## src/rtl/instr_mem_writer.sv

```systemverilog
// ----------------------------------------------------------------------------
// instr_mem_writer
//
// Program-load side of the instruction memory. Decoded MIPS fields are
// re-encoded into 32-bit instruction words, buffered in a small FIFO and
// written to consecutive instruction-memory word addresses, starting at
// BASE_ADDR for every load session. This is the inverse of the fetch/decode
// path and runs before the processor starts executing.
//
// Parameters
//   ADDR_W      instruction-memory word address width
//   DEPTH       number of writable words per session (<= 2**ADDR_W)
//   FIFO_DEPTH  encoded-word buffer entries (power of two, >= 2)
//   BASE_ADDR   first write address of each session
//
// Ports
//   i_clk, i_rst_n       clock (rising edge), asynchronous active-low reset
//   i_start              one-cycle pulse opening a session (only in IDLE)
//   i_fmt                00=R, 01=I, 10=J, 11=illegal (encodes to zero)
//   i_opcode .. i_target decoded instruction fields
//   i_last               marks the final instruction of the session
//   i_in_valid           fields valid; o_in_ready = writer accepts them
//   o_mem_we             write request, held with addr/data until i_mem_ready
//   o_mem_addr           write word address (saturates at BASE_ADDR+DEPTH-1)
//   o_mem_wdata          encoded instruction word at the FIFO head
//   i_mem_ready          memory accepts the write this cycle
//   o_busy               session active (LOAD or DRAIN)
//   o_done               one-cycle pulse at session end
//   o_count              words written in the current session
//   o_ovf                sticky: data offered after the session was full
//   o_fmt_err            sticky: an illegal format was accepted
//   o_checksum           running XOR of written words (optional)
//
// Optional feature: define INST_WR_CHECKSUM_EN to add o_checksum.
// ----------------------------------------------------------------------------
module instr_mem_writer #(
   parameter int ADDR_W     = 8,
   parameter int DEPTH      = 256,
   parameter int FIFO_DEPTH = 4,
   parameter int BASE_ADDR  = 0
) (
   input  logic              i_clk,
   input  logic              i_rst_n,
   input  logic              i_start,
   input  logic [1:0]        i_fmt,
   input  logic [5:0]        i_opcode,
   input  logic [4:0]        i_r_reg1,
   input  logic [4:0]        i_r_reg2,
   input  logic [4:0]        i_w_reg,
   input  logic [4:0]        i_shift,
   input  logic [5:0]        i_funct,
   input  logic [15:0]       i_imm,
   input  logic [25:0]       i_target,
   input  logic              i_last,
   input  logic              i_in_valid,
   output logic              o_in_ready,
   output logic              o_mem_we,
   output logic [ADDR_W-1:0] o_mem_addr,
   output logic [31:0]       o_mem_wdata,
   input  logic              i_mem_ready,
   output logic              o_busy,
   output logic              o_done,
   output logic [ADDR_W:0]   o_count,
   output logic              o_ovf,
   output logic              o_fmt_err
`ifdef INST_WR_CHECKSUM_EN
   ,
   output logic [31:0]       o_checksum
`endif
);

   localparam int                PTR_W   = (FIFO_DEPTH > 1) ? $clog2(FIFO_DEPTH) : 1;
   localparam logic [ADDR_W:0]   DEPTH_C = (ADDR_W+1)'(DEPTH);
   localparam logic [ADDR_W-1:0] BASE_C  = ADDR_W'(BASE_ADDR);
   localparam logic [ADDR_W-1:0] LAST_C  = ADDR_W'(BASE_ADDR + DEPTH - 1);
   localparam logic [PTR_W:0]    FULL_C  = (PTR_W+1)'(FIFO_DEPTH);

   typedef enum logic [1:0] {
      S_IDLE  = 2'd0,
      S_LOAD  = 2'd1,
      S_DRAIN = 2'd2,
      S_DONE  = 2'd3
   } state_t;

   state_t            r_state;
   logic [31:0]       r_fifo [FIFO_DEPTH];
   logic [PTR_W-1:0]  r_wr_ptr;
   logic [PTR_W-1:0]  r_rd_ptr;
   logic [PTR_W:0]    r_occ;
   logic              r_full;
   logic [ADDR_W:0]   r_accepted;
   logic [ADDR_W:0]   r_count;
   logic [ADDR_W-1:0] r_mem_addr;
   logic              r_busy;
   logic              r_done;
   logic              r_ovf;
   logic              r_fmt_err;
`ifdef INST_WR_CHECKSUM_EN
   logic [31:0]       r_checksum;
`endif

   logic [31:0]       w_enc_word;
   logic              w_in_ready;
   logic              w_mem_we;
   logic [31:0]       w_head;
   logic              w_push;
   logic              w_pop;
   logic [PTR_W:0]    w_occ_next;

   // ------------------------------------------------------------------------
   // Field re-encoding. The illegal format yields an all-zero word so the
   // memory image stays deterministic; the error is flagged separately.
   // ------------------------------------------------------------------------
   always_comb begin
      w_enc_word = 32'h0;
      case (i_fmt)
         2'b00:   w_enc_word = {i_opcode, i_r_reg1, i_r_reg2, i_w_reg, i_shift, i_funct};
         2'b01:   w_enc_word = {i_opcode, i_r_reg1, i_r_reg2, i_imm};
         2'b10:   w_enc_word = {i_opcode, i_target};
         default: w_enc_word = 32'h0;
      endcase
   end

   // Full is taken from a register, so a pop in the same cycle does not open
   // a slot for a push until the following cycle.
   assign w_in_ready = (r_state == S_LOAD) && !r_full && (r_accepted < DEPTH_C);
   assign w_mem_we   = (r_occ != '0);
   assign w_head     = r_fifo[r_rd_ptr];
   assign w_push     = i_in_valid && w_in_ready;
   assign w_pop      = w_mem_we && i_mem_ready;

   always_comb begin
      w_occ_next = r_occ;
      if (w_push && !w_pop) begin
         w_occ_next = r_occ + (PTR_W+1)'(1);
      end else if (!w_push && w_pop) begin
         w_occ_next = r_occ - (PTR_W+1)'(1);
      end
   end

   // ------------------------------------------------------------------------
   // FIFO storage: no reset, contents are qualified by the occupancy count.
   // ------------------------------------------------------------------------
   always_ff @(posedge i_clk) begin
      if (w_push) begin
         r_fifo[r_wr_ptr] <= w_enc_word;
      end
   end

   // ------------------------------------------------------------------------
   // Control: FIFO pointers, write address, counters and session FSM.
   // ------------------------------------------------------------------------
   always_ff @(posedge i_clk or negedge i_rst_n) begin
      if (!i_rst_n) begin
         r_state    <= S_IDLE;
         r_wr_ptr   <= '0;
         r_rd_ptr   <= '0;
         r_occ      <= '0;
         r_full     <= 1'b0;
         r_accepted <= '0;
         r_count    <= '0;
         r_mem_addr <= BASE_C;
         r_busy     <= 1'b0;
         r_done     <= 1'b0;
         r_ovf      <= 1'b0;
         r_fmt_err  <= 1'b0;
`ifdef INST_WR_CHECKSUM_EN
         r_checksum <= 32'h0;
`endif
      end else begin
         r_done <= 1'b0;
         r_occ  <= w_occ_next;
         r_full <= (w_occ_next == FULL_C);

         if (w_push) begin
            r_wr_ptr   <= r_wr_ptr + PTR_W'(1);
            r_accepted <= r_accepted + (ADDR_W+1)'(1);
            if (i_fmt == 2'b11) begin
               r_fmt_err <= 1'b1;
            end
         end

         if (w_pop) begin
            r_rd_ptr <= r_rd_ptr + PTR_W'(1);
            r_count  <= r_count + (ADDR_W+1)'(1);
            // Hold at the last legal address rather than wrapping.
            if (r_mem_addr != LAST_C) begin
               r_mem_addr <= r_mem_addr + ADDR_W'(1);
            end
`ifdef INST_WR_CHECKSUM_EN
            r_checksum <= r_checksum ^ w_head;
`endif
         end

         case (r_state)
            S_IDLE: begin
               if (i_start) begin
                  r_state    <= S_LOAD;
                  r_busy     <= 1'b1;
                  r_count    <= '0;
                  r_ovf      <= 1'b0;
                  r_fmt_err  <= 1'b0;
                  r_accepted <= '0;
                  r_mem_addr <= BASE_C;
`ifdef INST_WR_CHECKSUM_EN
                  r_checksum <= 32'h0;
`endif
               end
            end
            S_LOAD: begin
               if (w_push && i_last) begin
                  r_state <= S_DRAIN;
               end else if (r_accepted == DEPTH_C) begin
                  // Session is full; anything still offered is lost.
                  r_state <= S_DRAIN;
                  if (i_in_valid) begin
                     r_ovf <= 1'b1;
                  end
               end
            end
            S_DRAIN: begin
               if (!w_mem_we) begin
                  r_state <= S_DONE;
                  r_busy  <= 1'b0;
                  r_done  <= 1'b1;
               end
            end
            S_DONE: begin
               r_state <= S_IDLE;
            end
            default: begin
               r_state <= S_IDLE;
            end
         endcase
      end
   end

   assign o_in_ready  = w_in_ready;
   assign o_mem_we    = w_mem_we;
   assign o_mem_addr  = r_mem_addr;
   assign o_mem_wdata = w_head;
   assign o_busy      = r_busy;
   assign o_done      = r_done;
   assign o_count     = r_count;
   assign o_ovf       = r_ovf;
   assign o_fmt_err   = r_fmt_err;
`ifdef INST_WR_CHECKSUM_EN
   assign o_checksum  = r_checksum;
`endif

endmodule

```

## config.mk

```make
export PLATFORM = sky130hd
export DESIGN_NAME = instr_mem_writer
export DESIGN_NICKNAME = d
export VERILOG_FILES = /design/src/rtl/instr_mem_writer.sv
export SDC_FILE = /design/constraint.sdc
export NUM_CORES = 1
export LEC_CHECK = 0
export CORE_AREA = 2 2 131 133
export CTS_CLUSTER_DIAMETER = 200
export DETAILED_ROUTE_END_ITERATION = 8
export DIE_AREA = 0 0 133 135
export GPL_TIMING_DRIVEN = 0
export PLACE_DENSITY = 0.7
export REMOVE_ABC_BUFFERS = 1
export SETUP_SLACK_MARGIN = 0.3
export SLEW_MARGIN = 20
export SYNTH_ARGS = -nofsm -noshare
export SYNTH_HDL_FRONTEND = slang
export SYNTH_SLANG_ARGS = --single-unit
```

## constraint.sdc

```tcl
create_clock -name i_clk -period 3.84 [get_ports i_clk]
set_input_delay 0.768 -clock i_clk [delete_from_list [all_inputs] [get_ports i_clk]]
set_output_delay 0.768 -clock i_clk [all_outputs]
set_load 0.02 [all_outputs]
```

==> impl_metrics.json, run 1 <==
{
  "numPortBuffers": 136,
  "setup_viol": 0,
  "finalCriticalPeriod_ps": 3320,
  "relSlewSlack": 0.277,
  "required_ps": 3070,
  "placed_cell_area_mm2": 0.00899,
  "cap_violations": 0,
  "cp_max_fo": 16,
  "grt_pass1_wl_um": 24400,
  "ant_nets": 0,
  "clockPowerShare": 0.269,
  "fin_worst_skew_ps": 10.1,
  "cts_made_buffers": 17,
  "pin_count": 137,
  "grt_start_max_net_pins": 35,
  "endpoint_kind": "primary output",
  "ir_worst_vdd_uv": 393,
  "grt_setup_unrepaired": "false",
  "slowest_delay_ps": 610,
  "clock_path_buffers": 2,
  "crit_type": "flip-flop to primary output",
  "netlist_instances": 493,
  "initial_core_util": 0.446,
  "comb_power_share": 0.335,
  "routed_wl_um": 15500,
  "die_area_mm2": 0.0180,
  "dieHeight_um": 135,
  "drc": 0,
  "post_cts_resized": 0,
  "rr_worst_depth": 7,
  "power.leakage_uw": 0.00348,
  "synth-edff-count": 128,
  "cts_hold_buf": 0,
  "p_int_uw": 4380,
  "worst_skew_pair.late_latency_ps": 410,
  "netSwitchingPower_uw": 1930,
  "ys_types": 43,
  "power_density_mw_per_mm2": 660,
  "root_buffer": "clkbuf_16",
  "post-dp-hpwl_um": 10300,
  "design_area_mm2": 0.00957,
  "holdCritPathClass": "input port to asynchronous set/reset pin",
  "finalHoldViolations": 0,
  "antenna_cells": 0,
  "drt_iter0_markers": 332,
  "yosysSeqAreaShare": 0.662,
  "track_usage": 0.179,
  "num_vias": 4548,
  "worstPathCellList": "inv_1 > ha_1 > nor2b_1 > inv_2 > clkdlybuf4s50_1",
  "tightestPinTransition_ps": 1080,
  "crit_buf_inv": 3,
  "postCtsSetupRepairBufs": 0,
  "nNetsFinal": 727,
  "place_congestion": 0.824,
  "grt_overflow": 0,
  "dr.pass1.iters": 4,
  "area_growth_pct": 30.8,
  "final_util": 0.583,
  "dp.cells": 831,
  "cp_top_family": "buffers and inverters",
  "rows": 47,
  "wire_per_inst_um": 18.0,
  "avgViaCountPerCell": 5.29,
  "synthArstFlopShare": 0.238,
  "core_area_mm2": 0.0164,
  "cts_sinks": 168,
  "period_share": 0.866,
  "synth-seq-cells": 168,
  "path_clk_slew_ps": 60,
  "cp_num_cells": 5,
  "clock.fmax_mhz": 301,
  "stdcell_count": 860,
  "grt_antenna_before_repair": 0,
  "maxSlewViolCount": 0,
  "drive_gt1_frac": 0.128,
  "status": "completed",
  "h-tree-depth": 4,
  "cp.arrival_ps": 2560,
  "p_sw_frac": 0.306,
  "p_seq_frac": 0.395,
  "fill_cells": 1236,
  "syn_area_mm2": 0.00732,
  "cts_tree": "done",
  "fp.dieW_um": 133,
  "grt_pass1_vias": 4665,
  "avgSynthCellArea_um2": 14.8,
  "yosysWarnings": 0,
  "synthFlopType": "edfxtp_1",
  "start_kind": "flip-flop",
  "slowest_stage": "clkdlybuf4s50_1"
}
[Yosys cell counts, types with 12 or more instances]
master	number	area, um^2
nand3_1	12	60.1
nand2_1	43	161
o21ai_0	20	100
ha_1	15	188
mux2i_1	19	190
nor2_1	28	105
inv_1	22	82.6
mux4_2	32	721
and2_1	13	81.3
dfrtp_1	40	1000
clkbuf_1	14	52.6
o21ai_1	12	60.1
edfxtp_1	128	3840
[power by group through the flow]
stage | clock (uW) | combinational, uW | sequential [uW]
2_1_floorplan | 0 | 1160 | 2550
3_3_place_gp | 0 | 2020 | 2580
3_5_place_dp | 0 | 2140 | 2540
4_1_cts | 1740 | 2150 | 2510
5_1_grt | 1830 | 2260 | 2550
6_report | 1700 | 2120 | 2500
[final cells by class]
cell class	instances	area, um^2	area share
timing repair buffer	142	1470	0.154
clock buffer	19	433	0.0452
inverter	24	90.1	0.00941
clock inverter	10	155	0.0162
multi-input combinational	277	2300	0.240
sequential	168	4850	0.507
tap	220	275	0.0288
[stage by stage]
step           hold WS [ps]  TNS [ps]  total power (uW)  setup WS, ps
3_5_place_dp            497         0              4680           350
4_1_cts                 314         0              6390           478
6_report                306         0              6310           515
2_1_floorplan           472         0              3710           928
5_1_grt                 319         0              6630           325
3_3_place_gp            492    -87000              4600          -856
[sequential cells by signal, indices dropped and copies added, names as in the netlist]
| register | flops |
|---|---|
| r_fifo | 128 |
| o_count | 9 |
| r_accepted | 9 |
| o_mem_addr | 8 |
| r_occ | 3 |
| r_rd_ptr | 2 |
| r_state | 2 |
| r_wr_ptr | 2 |
| o_busy | 1 |
| o_done | 1 |
| o_fmt_err | 1 |
| o_ovf | 1 |
| r_full | 1 |
[per-layer routing]
| layer | vias up | share of wire | track usage |
|---|---|---|---|
| met5 | - | 0 | 0 |
| li1 | 2107 | - | - |
| met4 | 0 | 0.0051 | 0.0412 |
| met1 | 2294 | 0.42 | 0.222 |
| met3 | 8 | 0.052 | 0.0503 |
| met2 | 139 | 0.52 | 0.314 |
[path summary, 6_finish.rpt]
kind                                      from                      end  slack, ps
min                                    i_rst_n      o_fmt_err$_DFF_PN0_        310
max in group asynchronous              i_rst_n  r_rd_ptr[0]$_DFFE_PN0N_       3050
min in group i_clk         o_fmt_err$_DFF_PN0_      o_fmt_err$_DFF_PN0_        510
max reg2reg                 r_occ[0]$_DFF_PN0_         r_full$_DFF_PN0_       1400
max                         r_occ[0]$_DFF_PN0_                 o_mem_we        520
min reg2reg                o_fmt_err$_DFF_PN0_      o_fmt_err$_DFF_PN0_        510
[cells in the final DEF (no fill, tap or decap), types with 3 or more instances in the layout]
cell type and count:
xor2_1 9, clkdlybuf4s50_1 133, nand2_1 43, inv_1 22
and3_1 4, buf_2 3, and2_1 9, o211ai_1 3
or3_1 3, mux4_2 32, nor2b_1 3, and2_2 4
o21ai_0 20, xnor2_1 10, mux2i_1 19, clkinv_2 3
edfxtp_1 128, bufinv_16 4, a21oi_1 10, clkbuf_16 17
nor2_1 28, dfrtp_1 38, nand4_1 7, ha_1 15
a31oi_1 3, nand3_1 12, nor3_1 10, o21ai_1 12
buf_12 5
[worst register-to-register path, stage by stage (launching register included)]
cell and delay [ps]:
dfrtp_1 430, inv_1 120, ha_1 150, nor2b_1 530
inv_2 290, a21oi_1 420, nand2_1 120, a311oi_2 280
[cell families after synthesis]
logic type                 share of synthesized area
AOI/OAI and AO/OA                             0.0419
xor gates and xnor gates                      0.0227
adders and majority gates                     0.0256
buffers and inverters                         0.0263
DFF                                            0.662
muxes                                          0.126
and+or+nand+nor                               0.0952
Note: power is estimated with default switching activity, not from simulation.
==> run 2: changes to the inputs <==
--- a/config.mk
+++ b/config.mk
@@ -5,11 +5,12 @@
 export SDC_FILE = /design/constraint.sdc
 export NUM_CORES = 1
 export LEC_CHECK = 0
+export CAP_MARGIN = 10
 export CORE_AREA = 2 2 131 133
 export CTS_CLUSTER_DIAMETER = 200
 export DETAILED_ROUTE_END_ITERATION = 8
 export DIE_AREA = 0 0 133 135
-export GPL_TIMING_DRIVEN = 0
+export GPL_TIMING_DRIVEN = 1
 export PLACE_DENSITY = 0.7
 export REMOVE_ABC_BUFFERS = 1
 export SETUP_SLACK_MARGIN = 0.3
==> impl_metrics.json, run 2 (synthesis results as in run 1) <==
{
  "dieHeight_um": 135,
  "grt_antenna_before_repair": 0,
  "routed_wl_um": 15400,
  "area_growth_pct": 30.3,
  "die_area_mm2": 0.0180,
  "crit_type": "flip-flop to primary output",
  "rows": 47,
  "top_register": "r_fifo",
  "drc": 0,
  "wire_per_inst_um": 17.7,
  "drive_gt1_frac": 0.131,
  "pre_cts_ws_ps": 958,
  "clock.fmax_mhz": 322,
  "relSlewSlack": 0.542,
  "holdCritPathClass": "flip-flop to flip-flop",
  "cp.arrival_ps": 2340,
  "grt_start_max_net_pins": 41,
  "nNetsFinal": 733,
  "endpoint_kind": "primary output",
  "rr_worst_depth": 8,
  "crit_buf_inv": 2,
  "drt_iter0_markers": 303,
  "post-dp-hpwl_um": 10500,
  "antenna_cells": 0,
  "root_buffer": "clkbuf_16",
  "avgViaCountPerCell": 5.21,
  "grt_setup_unrepaired": "false",
  "hold-path-cell-count": 2,
  "reg2reg_setup_slack_ps": 1410,
  "h-tree-depth": 4,
  "track_usage": 0.177,
  "maxSlewViolCount": 0,
  "grt_pass1_wl_um": 24100,
  "core_area_mm2": 0.0164,
  "worst_skew_pair.late_latency_ps": 410,
  "postCtsSetupRepairBufs": 0,
  "slowest_stage": "clkdlybuf4s50_1",
  "cp_num_cells": 3,
  "largest_reg_flops": 128,
  "setup_tns_ps": 0,
  "cp_max_fo": 27,
  "dr.pass1.iters": 4,
  "worstPathCellList": "buf_4 > mux4_2 > clkdlybuf4s50_1",
  "ant_nets": 0,
  "dp.cells": 837,
  "start_kind": "flip-flop",
  "power.leakage_uw": 0.00348,
  "required_ps": 3070,
  "cp_top_family": "buffers and inverters",
  "cts_made_buffers": 17,
  "path_clk_slew_ps": 60,
  "finalCriticalPeriod_ps": 3100,
  "grt_pass1_vias": 4708,
  "layout_commonest_cell": "clkdlybuf4s50_1",
  "finalHoldViolations": 0,
  "period_share": 0.808,
  "tightestPinTransition_ps": 686,
  "setup_viol": 0,
  "numPortBuffers": 136,
  "initial_core_util": 0.446,
  "layout_common_cells": "136 x clkdlybuf4s50_1, 128 x edfxtp_1, 43 x nand2_1",
  "power_density_mw_per_mm2": 654,
  "pin_count": 137,
  "clock_path_buffers": 2,
  "fin_worst_skew_ps": 7.68,
  "post_cts_resized": 0,
  "status": "completed",
  "stdcell_count": 869,
  "fp.dieW_um": 133,
  "num_vias": 4528,
  "grt_overflow": 0,
  "cap_violations": 0,
  "place_congestion": 0.802,
  "worst_slack_ps": 735,
  "slowest_delay_ps": 560,
  "ir_worst_vdd_uv": 430,
  "cts_sinks": 168,
  "cts_hold_buf": 0,
  "cts_tree": "done"
}
run 2: cell count changes in the layout (fill, tap and decap cells not counted), sizes merged:
| cell | change |
|---|---|
| buf | +3 |
| bufinv | -2 |
| clkbuf | +2 |
| clkdlybuf4s50 | +3 |
| clkinv | +1 |
| clkinvlp | -1 |
| inv | +3 |
run 2: path summary, 6_finish.rpt:
check / from / to
worst max register to register: r_occ[0]$_DFF_PN0_ / r_full$_DFF_PN0_
max in group asynchronous: i_rst_n / r_rd_ptr[0]$_DFFE_PN0N_
worst min-delay path: o_fmt_err$_DFF_PN0_ / o_fmt_err$_DFF_PN0_
worst max-delay path: r_rd_ptr[1]$_DFFE_PN0N_ / o_mem_wdata[27]
min in group asynchronous: i_rst_n / o_mem_addr[1]$_DFF_PN0_
worst min register to register: o_fmt_err$_DFF_PN0_ / o_fmt_err$_DFF_PN0_
run 2: final cells by class:
class | instances | area (um^2)
Clock inverter | 11 | 123
Timing Repair Buffer | 148 | 1480
Tap cell | 220 | 275
Fill cell | 1242 | 6870
Sequential cell | 168 | 4850
Multi-Input combinational cell | 277 | 2290
Clock buffer | 21 | 440
Inverter | 24 | 90.1
run 2: worst register-to-register path, cell delays in order (launching register included):
cell      delay, ps
dfrtp_1         430
inv_1           130
ha_1            150
nor2b_1         560
inv_2            70
buf_4           220
a21oi_1         360
nand2_1         130
a311oi_2        280
run 2: power by group:
part | internal, uW | switching [uW]
Combinational | 1100 | 1130
Sequential | 2220 | 172
Clock | 960 | 659
Total | 4280 | 1960
run 2: through the flow:
stage / hold slack, ps / cell area [um^2] / util / power [uW]
after CTS: 530 / 9540 / 0.582 / 6320
after global placement: 517 / 8980 / 0.547 / 4620
after detailed placement: 502 / 8980 / 0.547 / 4690
after global routing: 561 / 9540 / 0.582 / 6560
final: 526 / 9540 / 0.582 / 6240
after floorplan: 472 / 7220 / - / 3710
run 2: metal layers:
layer  part of all wire  vias up  global-route usage
li1                   -     2138                   -
met1               0.44     2241               0.224
met2               0.50      137               0.301
met3              0.060       12              0.0495
met4             0.0074        0              0.0520
met5                  0        -                   0
==> run 3: changes to the inputs <==
--- a/config.mk
+++ b/config.mk
@@ -11,7 +11,7 @@
 export DETAILED_ROUTE_END_ITERATION = 8
 export DIE_AREA = 0 0 133 135
 export GPL_TIMING_DRIVEN = 1
-export PLACE_DENSITY = 0.7
+export PLACE_DENSITY = 0.72
 export REMOVE_ABC_BUFFERS = 1
 export SETUP_SLACK_MARGIN = 0.3
 export SLEW_MARGIN = 20
==> constraint.sdc (replaced) <==
create_clock -name i_clk -period 2.5 [get_ports i_clk]
set_input_delay 0.5 -clock i_clk [delete_from_list [all_inputs] [get_ports i_clk]]
set_output_delay 0.5 -clock i_clk [all_outputs]
set_load 0.02 [all_outputs]
==> impl_metrics.json, run 3 (synthesis results as in run 1) <==
{
  "setup_tns_ps": 0,
  "die_area_mm2": 0.0180,
  "layout_commonest_cell": "edfxtp_1",
  "initial_core_util": 0.446,
  "grt_start_max_net_pins": 41,
  "crit_type": "flip-flop to primary output",
  "cap_violations": 0,
  "dieHeight_um": 135,
  "slowest_delay_ps": 460,
  "finalCriticalPeriod_ps": 2360,
  "dr.pass1.iters": 5,
  "period_share": 0.945,
  "ant_nets": 0,
  "endpoint_kind": "primary output",
  "layout_common_cells": "128 x edfxtp_1, 102 x clkdlybuf4s50_1, 43 x nand2_1",
  "cts_made_buffers": 17,
  "required_ps": 2000,
  "cp.arrival_ps": 1860,
  "antenna_cells": 0,
  "clock.fmax_mhz": 423,
  "rows": 47,
  "crit_buf_inv": 4,
  "path_clk_slew_ps": 60,
  "cp_top_family": "buffers and inverters",
  "root_buffer": "clkbuf_16",
  "power.leakage_uw": 0.00375,
  "place_congestion": 0.797,
  "grt_overflow": 0,
  "tightestPinTransition_ps": 612,
  "largest_reg_flops": 128,
  "nNetsFinal": 759,
  "status": "completed",
  "avgViaCountPerCell": 5.29,
  "holdWs_ps": 519,
  "wire_per_inst_um": 19.0,
  "grt_antenna_before_repair": 0,
  "cts_hold_buf": 0,
  "setup_viol": 0,
  "start_kind": "flip-flop",
  "fp.dieW_um": 133,
  "grt_setup_unrepaired": "true",
  "design_area_mm2": 0.00999,
  "cts_tree": "done",
  "drive_gt1_frac": 0.225,
  "placed_cell_area_mm2": 0.00918,
  "drt_iter0_markers": 321,
  "slowest_stage": "mux4_2",
  "worst_skew_pair.late_latency_ps": 420,
  "post-dp-hpwl_um": 11300,
  "finalHoldViolations": 0,
  "routed_wl_um": 17000,
  "cts_sinks": 168,
  "crit_top_cell": "buf_6",
  "numPortBuffers": 136,
  "relSlewSlack": 0.588,
  "core_area_mm2": 0.0164,
  "fin_worst_skew_ps": 5.05,
  "h-tree-depth": 4,
  "grt_pass1_vias": 4880,
  "fill_cells": 1209,
  "cp_max_fo": 6,
  "num_vias": 4737,
  "worstPathCellList": "buf_4 > buf_6 > buf_16 > mux4_2 > buf_6",
  "track_usage": 0.198,
  "top_register": "r_fifo",
  "stdcell_count": 895,
  "pin_count": 137,
  "holdCritPathClass": "input port to asynchronous set/reset pin",
  "dp.cells": 852,
  "drc": 0,
  "grt_pass1_wl_um": 26500,
  "clock_path_buffers": 2,
  "ir_worst_vdd_uv": 670,
  "maxSlewViolCount": 0,
  "power_density_mw_per_mm2": 1030,
  "area_growth_pct": 36.5
}
==> run 3: changes by cell type in the layout (fill, tap and decap cells not counted), sizes merged <==
cell	previous run	this run
clkinv	6	7
clkbuf	21	19
inv	27	28
clkdlybuf4s50	136	102
clkinvlp	0	1
buf	12	70
clkdlybuf4s15	0	1
==> run 3: through the flow <==
step	total power, uW	worst slack (ps)	utilization
2_1_floorplan	5700	-144	-
3_3_place_gp	7220	269	0.560
3_5_place_dp	7320	226	0.560
4_1_cts	10400	111	0.608
5_1_grt	10800	95.7	0.609
6_report	10300	138	0.609
==> run 3: area by class of cell <==
type,instances,area [um^2],area share
clock inverter,14,146,0.0147
sequential,168,4850,0.485
inverter,24,90.1,0.00902
tap,220,275,0.0276
multi-input combinational,277,2310,0.231
clock buffer,18,429,0.0430
timing repair buffer,174,1890,0.189
==> run 3: worst register-to-register path, stage by stage (launching register included) <==
cell and delay (ps):
dfrtp_1 420, inv_1 90, ha_1 180, nor2b_2 160
inv_2 60, buf_4 210, a21oi_1 170, or4_4 440
a311oi_2 200
==> run 3: repair_timing <==
| action | 4_1_cts | 5_1_grt |
|---|---|---|
| setup endpoints to repair | 34 | 34 |
| pin swaps | 0 | 0 |
| setup buffers | 7 | 1 |
| resized for setup | 208 | 4 |
| gates cloned | 3 | 0 |
==> run 3: where the power goes <==
group	leakage, uW	switching [uW]	internal (uW)
Combinational	0.00177	1950	2130
Clock	0.000284	1080	1480
Sequential	0.00169	282	3400
==> run 3: path summary, 6_finish.rpt <==
path	from	to	slack, ps	cells past startpoint
max	r_rd_ptr[0]$_DFFE_PN0N_	o_mem_wdata[9]	140	5
min	i_rst_n	o_done$_DFF_PN0_	520	2
max reg2reg	r_occ[1]$_DFF_PN0_	r_full$_DFF_PN0_	490	8
min reg2reg	o_fmt_err$_DFF_PN0_	o_fmt_err$_DFF_PN0_	520	2
max in group asynchronous	i_rst_n	r_rd_ptr[1]$_DFFE_PN0N_	1590	2
min in group i_clk	o_fmt_err$_DFF_PN0_	o_fmt_err$_DFF_PN0_	520	2
==> run 3: routing by layer <==
layer | part of all wire | global-route usage | vias up
met1 | 0.41 | 0.245 | 2368
met5 | 0 | 0 | -
li1 | - | - | 2176
met2 | 0.52 | 0.347 | 175
met3 | 0.056 | 0.0477 | 18
met4 | 0.010 | 0.0579 | 0
